**config.mk**
```make
export PLATFORM = sky130hd
export DESIGN_NAME = fix_parser_delim_detect
export DESIGN_NICKNAME = d
export VERILOG_FILES = /design/src/rtl/fix_parser_delim_detect.sv
export SDC_FILE = /design/constraint.sdc
export NUM_CORES = 1
export LEC_CHECK = 0
export ABC_AREA = 1
export BUFFER_PORTS_ARGS = -buffer_cell sky130_fd_sc_hd__buf_2
export CAP_MARGIN = 10
export CELL_PAD_IN_SITES_DETAIL_PLACEMENT = 1
export CELL_PAD_IN_SITES_GLOBAL_PLACEMENT = 1
export CORE_MARGIN = 1
export CORE_UTILIZATION = 35
export DETAILED_ROUTE_END_ITERATION = 10
export GPL_ROUTABILITY_DRIVEN = 1
export PLACE_DENSITY_LB_ADDON = 0.05
export SLEW_MARGIN = 10
export SYNTH_ARGS = -nofsm -noshare
export SYNTH_HDL_FRONTEND = slang
export SYNTH_SLANG_ARGS = --single-unit
```
**constraint.sdc**
```tcl
create_clock -name clk -period 4.3 [get_ports clk]
set_clock_uncertainty 0.15 [all_clocks]
set_input_delay 0.43 -clock clk [delete_from_list [all_inputs] [get_ports clk]]
set_output_delay 0.43 -clock clk [all_outputs]
set_load 0.05 [all_outputs]
```
**src/rtl/fix_parser_delim_detect.sv**
```systemverilog
// Purpose : FIX stream delimiter detector; tags each 32-bit word with SOH/'=' positions and parser state.
// Latency : 1 cycle; a word accepted on cycle N is presented on the outputs at cycle N+1.
// Backpr. : single-entry output register; ready_o = !valid_o || ready_i, so outputs hold while stalled.
//
// Ports:
//   clk, rst        clock, synchronous active-high reset
//   flush_i         abort current message: drop held word, parser back to tag state, clear field count
//   data_i/valid_i  input word (byte 3 earliest in stream) and its valid; ready_o is its accept
//   data_o          registered copy of the accepted word
//   soh_o, sep_o    byte index of earliest SOH / separator in data_o, 3'b111 when absent
//   tag_status_o    parser was inside a tag when data_o started
//   value_status_o  parser was inside a value when data_o started
//   err_multi_o     data_o holds more than one SOH or more than one separator
//   field_cnt_o     saturating count of SOH bytes accepted since reset/flush
//   valid_o/ready_i output handshake
module fix_parser_delim_detect #(
  parameter logic [7:0] SOH_CHAR = 8'h01,
  parameter logic [7:0] SEP_CHAR = 8'h3D
) (
  input  logic        clk,
  input  logic        rst,
  input  logic        flush_i,
  input  logic [31:0] data_i,
  input  logic        valid_i,
  output logic        ready_o,
  output logic [31:0] data_o,
  output logic [2:0]  soh_o,
  output logic [2:0]  sep_o,
  output logic        tag_status_o,
  output logic        value_status_o,
  output logic        valid_o,
  input  logic        ready_i,
  output logic        err_multi_o,
  output logic [15:0] field_cnt_o
);

  typedef enum logic {
    S_TAG   = 1'b0,
    S_VALUE = 1'b1
  } state_t;

  state_t      state_q;
  state_t      state_d;
  logic        accept;
  logic [3:0]  soh_hit;
  logic [3:0]  sep_hit;
  logic [2:0]  soh_num;
  logic [2:0]  sep_num;
  logic [2:0]  soh_idx;
  logic [2:0]  sep_idx;
  logic [16:0] cnt_sum;
  logic [15:0] cnt_next;

  assign ready_o = !valid_o || ready_i;
  assign accept  = valid_i && ready_o;

  // Earliest byte in the stream sits at the highest index.
  function automatic logic [2:0] earliest_idx(input logic [3:0] hit);
    logic [2:0] idx;
    idx = 3'b111;
    if (hit[3])      idx = 3'd3;
    else if (hit[2]) idx = 3'd2;
    else if (hit[1]) idx = 3'd1;
    else if (hit[0]) idx = 3'd0;
    return idx;
  endfunction

  always_comb begin
    soh_hit = '0;
    sep_hit = '0;
    for (int k = 0; k < 4; k++) begin
      soh_hit[k] = (data_i[8*k +: 8] == SOH_CHAR);
      sep_hit[k] = (data_i[8*k +: 8] == SEP_CHAR);
    end
  end

  assign soh_num = {2'b00, soh_hit[0]} + {2'b00, soh_hit[1]} +
                   {2'b00, soh_hit[2]} + {2'b00, soh_hit[3]};
  assign sep_num = {2'b00, sep_hit[0]} + {2'b00, sep_hit[1]} +
                   {2'b00, sep_hit[2]} + {2'b00, sep_hit[3]};
  assign soh_idx = earliest_idx(soh_hit);
  assign sep_idx = earliest_idx(sep_hit);

  assign cnt_sum  = {1'b0, field_cnt_o} + {14'b0, soh_num};
  assign cnt_next = cnt_sum[16] ? 16'hFFFF : cnt_sum[15:0];

  // Next state follows the latest delimiter (lowest index). Scanning from byte 3
  // down to byte 0 lets the last match win. SOH is checked first so it takes
  // precedence if both characters are configured to the same value.
  always_comb begin
    state_d = state_q;
    if (flush_i) begin
      state_d = S_TAG;
    end else if (accept) begin
      for (int k = 3; k >= 0; k--) begin
        if (soh_hit[k])      state_d = S_TAG;
        else if (sep_hit[k]) state_d = S_VALUE;
      end
    end
  end

  always_ff @(posedge clk) begin
    if (rst) state_q <= S_TAG;
    else     state_q <= state_d;
  end

  always_ff @(posedge clk) begin
    if (rst) begin
      valid_o        <= 1'b0;
      data_o         <= '0;
      soh_o          <= 3'b111;
      sep_o          <= 3'b111;
      tag_status_o   <= 1'b1;
      value_status_o <= 1'b0;
      err_multi_o    <= 1'b0;
      field_cnt_o    <= '0;
    end else if (flush_i) begin
      // Flush beats a simultaneous accept and ignores downstream backpressure.
      valid_o     <= 1'b0;
      field_cnt_o <= '0;
    end else if (accept) begin
      valid_o        <= 1'b1;
      data_o         <= data_i;
      soh_o          <= soh_idx;
      sep_o          <= sep_idx;
      tag_status_o   <= (state_q == S_TAG);
      value_status_o <= (state_q == S_VALUE);
      err_multi_o    <= (soh_num > 3'd1) || (sep_num > 3'd1);
      field_cnt_o    <= cnt_next;
    end else if (ready_i) begin
      valid_o <= 1'b0;
    end
  end

endmodule

```
==> results.txt <==
largest cells by area after synthesis: dfxtp_1 41%, nand2_1 13%, a21oi_1 8.1%
Inserted Clock Buffers: 9
Tot GR Track Use: 19.91%
largest net degree at the start of global routing: 50
Yosys cell types: 33
endpoints failing hold: 0
Final WS setup: 757.8 ps
Die Wd: 92.82 µm
share of the synthesized area in the top cell type: 40.92%
DR WL/cell: 13.72 µm
TritonRoute pass-1 iters: 4
Slew @ Worst Pin: 774.0 ps
MaxCap Viol Count: 0
Post-Syn Area: 2887 µm²
clk sink count: 59
status: finished clean
most used cell, CP: inv_1
DRC violations left: 0
critical path's largest stage delay: 460 ps
Yosys top cell by area: dfxtp_1
Setup crit start kind: input pin
Core Rows: 32
worst-path fanout max: 6
final worst path period share: 82.38%
GRT overflow: 0
die height: 92.82 µm
Initial Utilization: 36.78%
initial antenna violation count: 0
Vias: 2840
# setup viols final: 0
critical setup path kind: in -> reg
CP endpoint kind: flip-flop
pre-CTS setup slack: 391.4 ps
clock root buffer: clkbuf_8
post_cts resized: 0
Setup TNS: 0 ps
RePlAce Congestion: 0.7969
first-pass GRT wire length: 13.42 mm
Post-CTS Setup Bufs: 0
final instance area: 3657 µm²
Worst VDD drop: 0.0001384 V
Rel. slew slack: 48.21%
Max Fclk: 0.2823 GHz
Ys Warns: 0
Avg Inst Size Synth: 7.253 µm²
leakage: 1.824 nW
diode count: 0
DP HPWL: 6.265 mm
area grow syn2layout: 26.70%
Detailed Route Iter0 Violations: 76
Bufs on Longest Clock Path: 2
RSZ-0062 raised after global routing: no
total wire length: 8.202 mm
CTS tree: built
clock latency on the worst-skew pair: 330 ps
share of layout cells above drive strength 1: 27.42%
final hold slack: 193.9 ps
slowest cell on the critical path: nor4_1
pwr/cell area: 366.0 nW/µm²
Hold/Removal Path Class: in -> reg
routed vias/inst: 4.749
critical-path cell list: buf_2 -> nor4_1 -> nand4_1 -> inv_1 -> fa_1 -> ha_1 -> ha_1 -> inv_1 -> fa_1 -> nor2_1 -> nor2_1 -> nor2_4 -> nand2_4 -> clkinv_4 -> nand2_4 -> o21ai_1 -> nand3_1 -> nand2_1 -> inv_1
Final Max Slew Viols: 0
Post-Syn Instances: 398
Reg clk slew, reported paths: 80 ps
# IOs: 96
Required @ worst endpoint: 4380 ps
sequential share of the synthesized area: 40.92%
core area: 7848 µm²
vias in the first global route: 2846
Antenna Nets Post-Route: 0
hold_buf cts: 0
area of the die: 8615 µm²
port buffer count: 95
critical path arrival: 3630 ps
Final #Nets: 541
Seq cells post-synth: 59
Cell Area, Placed: 3431 µm²
crit path time final: 3542 ps
post-synthesis net count: 448
CTS H-tree depth: 3
==> metrics by stage <==
step / total power, W / cells / utilization [%]
floorplan: 0.0007187 / 398 / -
global placement: 0.0007737 / 582 / 43.72
detailed placement: 0.0007769 / 582 / 43.72
CTS: 0.001356 / 598 / 46.60
global route: 0.001393 / 598 / 46.60
finish: 0.001338 / 598 / 46.60
==> cells by family after synthesis <==
logic type	Yosys count	share of synthesized area, %
AO/OA/AOI/OAI	81	14.70
XOR/XNOR	6	1.821
adder cells (fa/ha/maj)	13	6.415
buffers and inverters	64	8.843
flip-flops	59	40.92
AND/OR/NAND/NOR	175	27.31
==> cell usage in the layout, fill, tap and decap left out, types with 4 or more instances in the layout <==
cell and n:
buf_2 95, a21oi_1 47, o21ai_0 22, o21ai_1 8
nand3_1 14, ha_1 10, dfxtp_1 59, nand2_1 100
inv_2 6, clkbuf_8 10, nor2_1 34, nor2_4 4
nand2_2 6, xor2_1 5, inv_1 44
==> power breakdown <==
group	internal [W]	switching [W]	total, W
combinational	0.0000453	0.000140	0.000185
sequential	0.000567	0.0000103	0.000578
clock	0.000342	0.000234	0.000576
==> critical path, delay by kind of cell <==
| family | cells | cell delay [ps] |
|---|---|---|
| adder cells (fa/ha/maj) | 4 | 1280 |
| AND/OR/NAND/NOR | 9 | 1330 |
| AO/OA/AOI/OAI | 1 | 120 |
| buffers and inverters | 5 | 460 |
==> cells in the mapped netlist <==
cell type	number
a21oi_1	47
a21oi_4	1
a31oi_1	1
and2_0	1
and2_1	2
buf_2	5
buf_4	1
clkbuf_1	7
clkinv_4	1
dfxtp_1	59
fa_1	3
ha_1	10
inv_1	44
inv_2	6
nand2_1	100
nand2_2	6
nand2_4	2
nand3_1	14
nand3_2	1
nand3b_1	1
nand4_1	3
nand4_4	1
nor2_1	34
nor2_2	2
nor2_4	4
nor3_1	3
nor4_1	1
o211ai_1	1
o21ai_0	22
o21ai_1	8
o21ai_2	1
xnor2_1	1
xor2_1	5
==> path summary, 6_finish.rpt <==
path | startpoint | endpoint | slack, ps | cells past startpoint
max | data_i[1] | field_cnt_o[14] | 760 | 19
min | data_i[24] | data_o[24] | 190 | 3
max reg2reg | valid_o | soh_o[1] | 1810 | 5
min reg2reg | value_status_o | value_status_o | 310 | 2
==> flip-flops by register name, summed over array words and instances, names as in the netlist <==
signal and count:
data_o 32, soh_o 3, field_cnt_o 16, tag_status_o 1, sep_o 3, err_multi_o 1, value_status_o 1, valid_o 1
state_q 1
==> area by class of cell <==
| cell class | instances | area, µm² |
|---|---|---|
| fill | 1062 | 4190 |
| multi-input combinational | 275 | 1450 |
| sequential | 59 | 1181 |
| timing repair buffer | 95 | 475.5 |
| inverter | 51 | 196.4 |
| clock buffer | 10 | 137.6 |
| tap | 102 | 127.6 |
| clock inverter | 6 | 88.84 |
==> metal layers <==
metal  global-route usage, %  vias to the layer above  wire [µm]  part of all wire (%)
li1                        -                     1449          -                     -
met1                   23.52                     1318       3685                    45
met2                   35.60                       62       4009                    49
met3                   3.530                       11        373                   4.5
met4                   7.436                        0        134                   1.6
met5                       0                        -          0                     0
(Power assumes the default switching activity.)
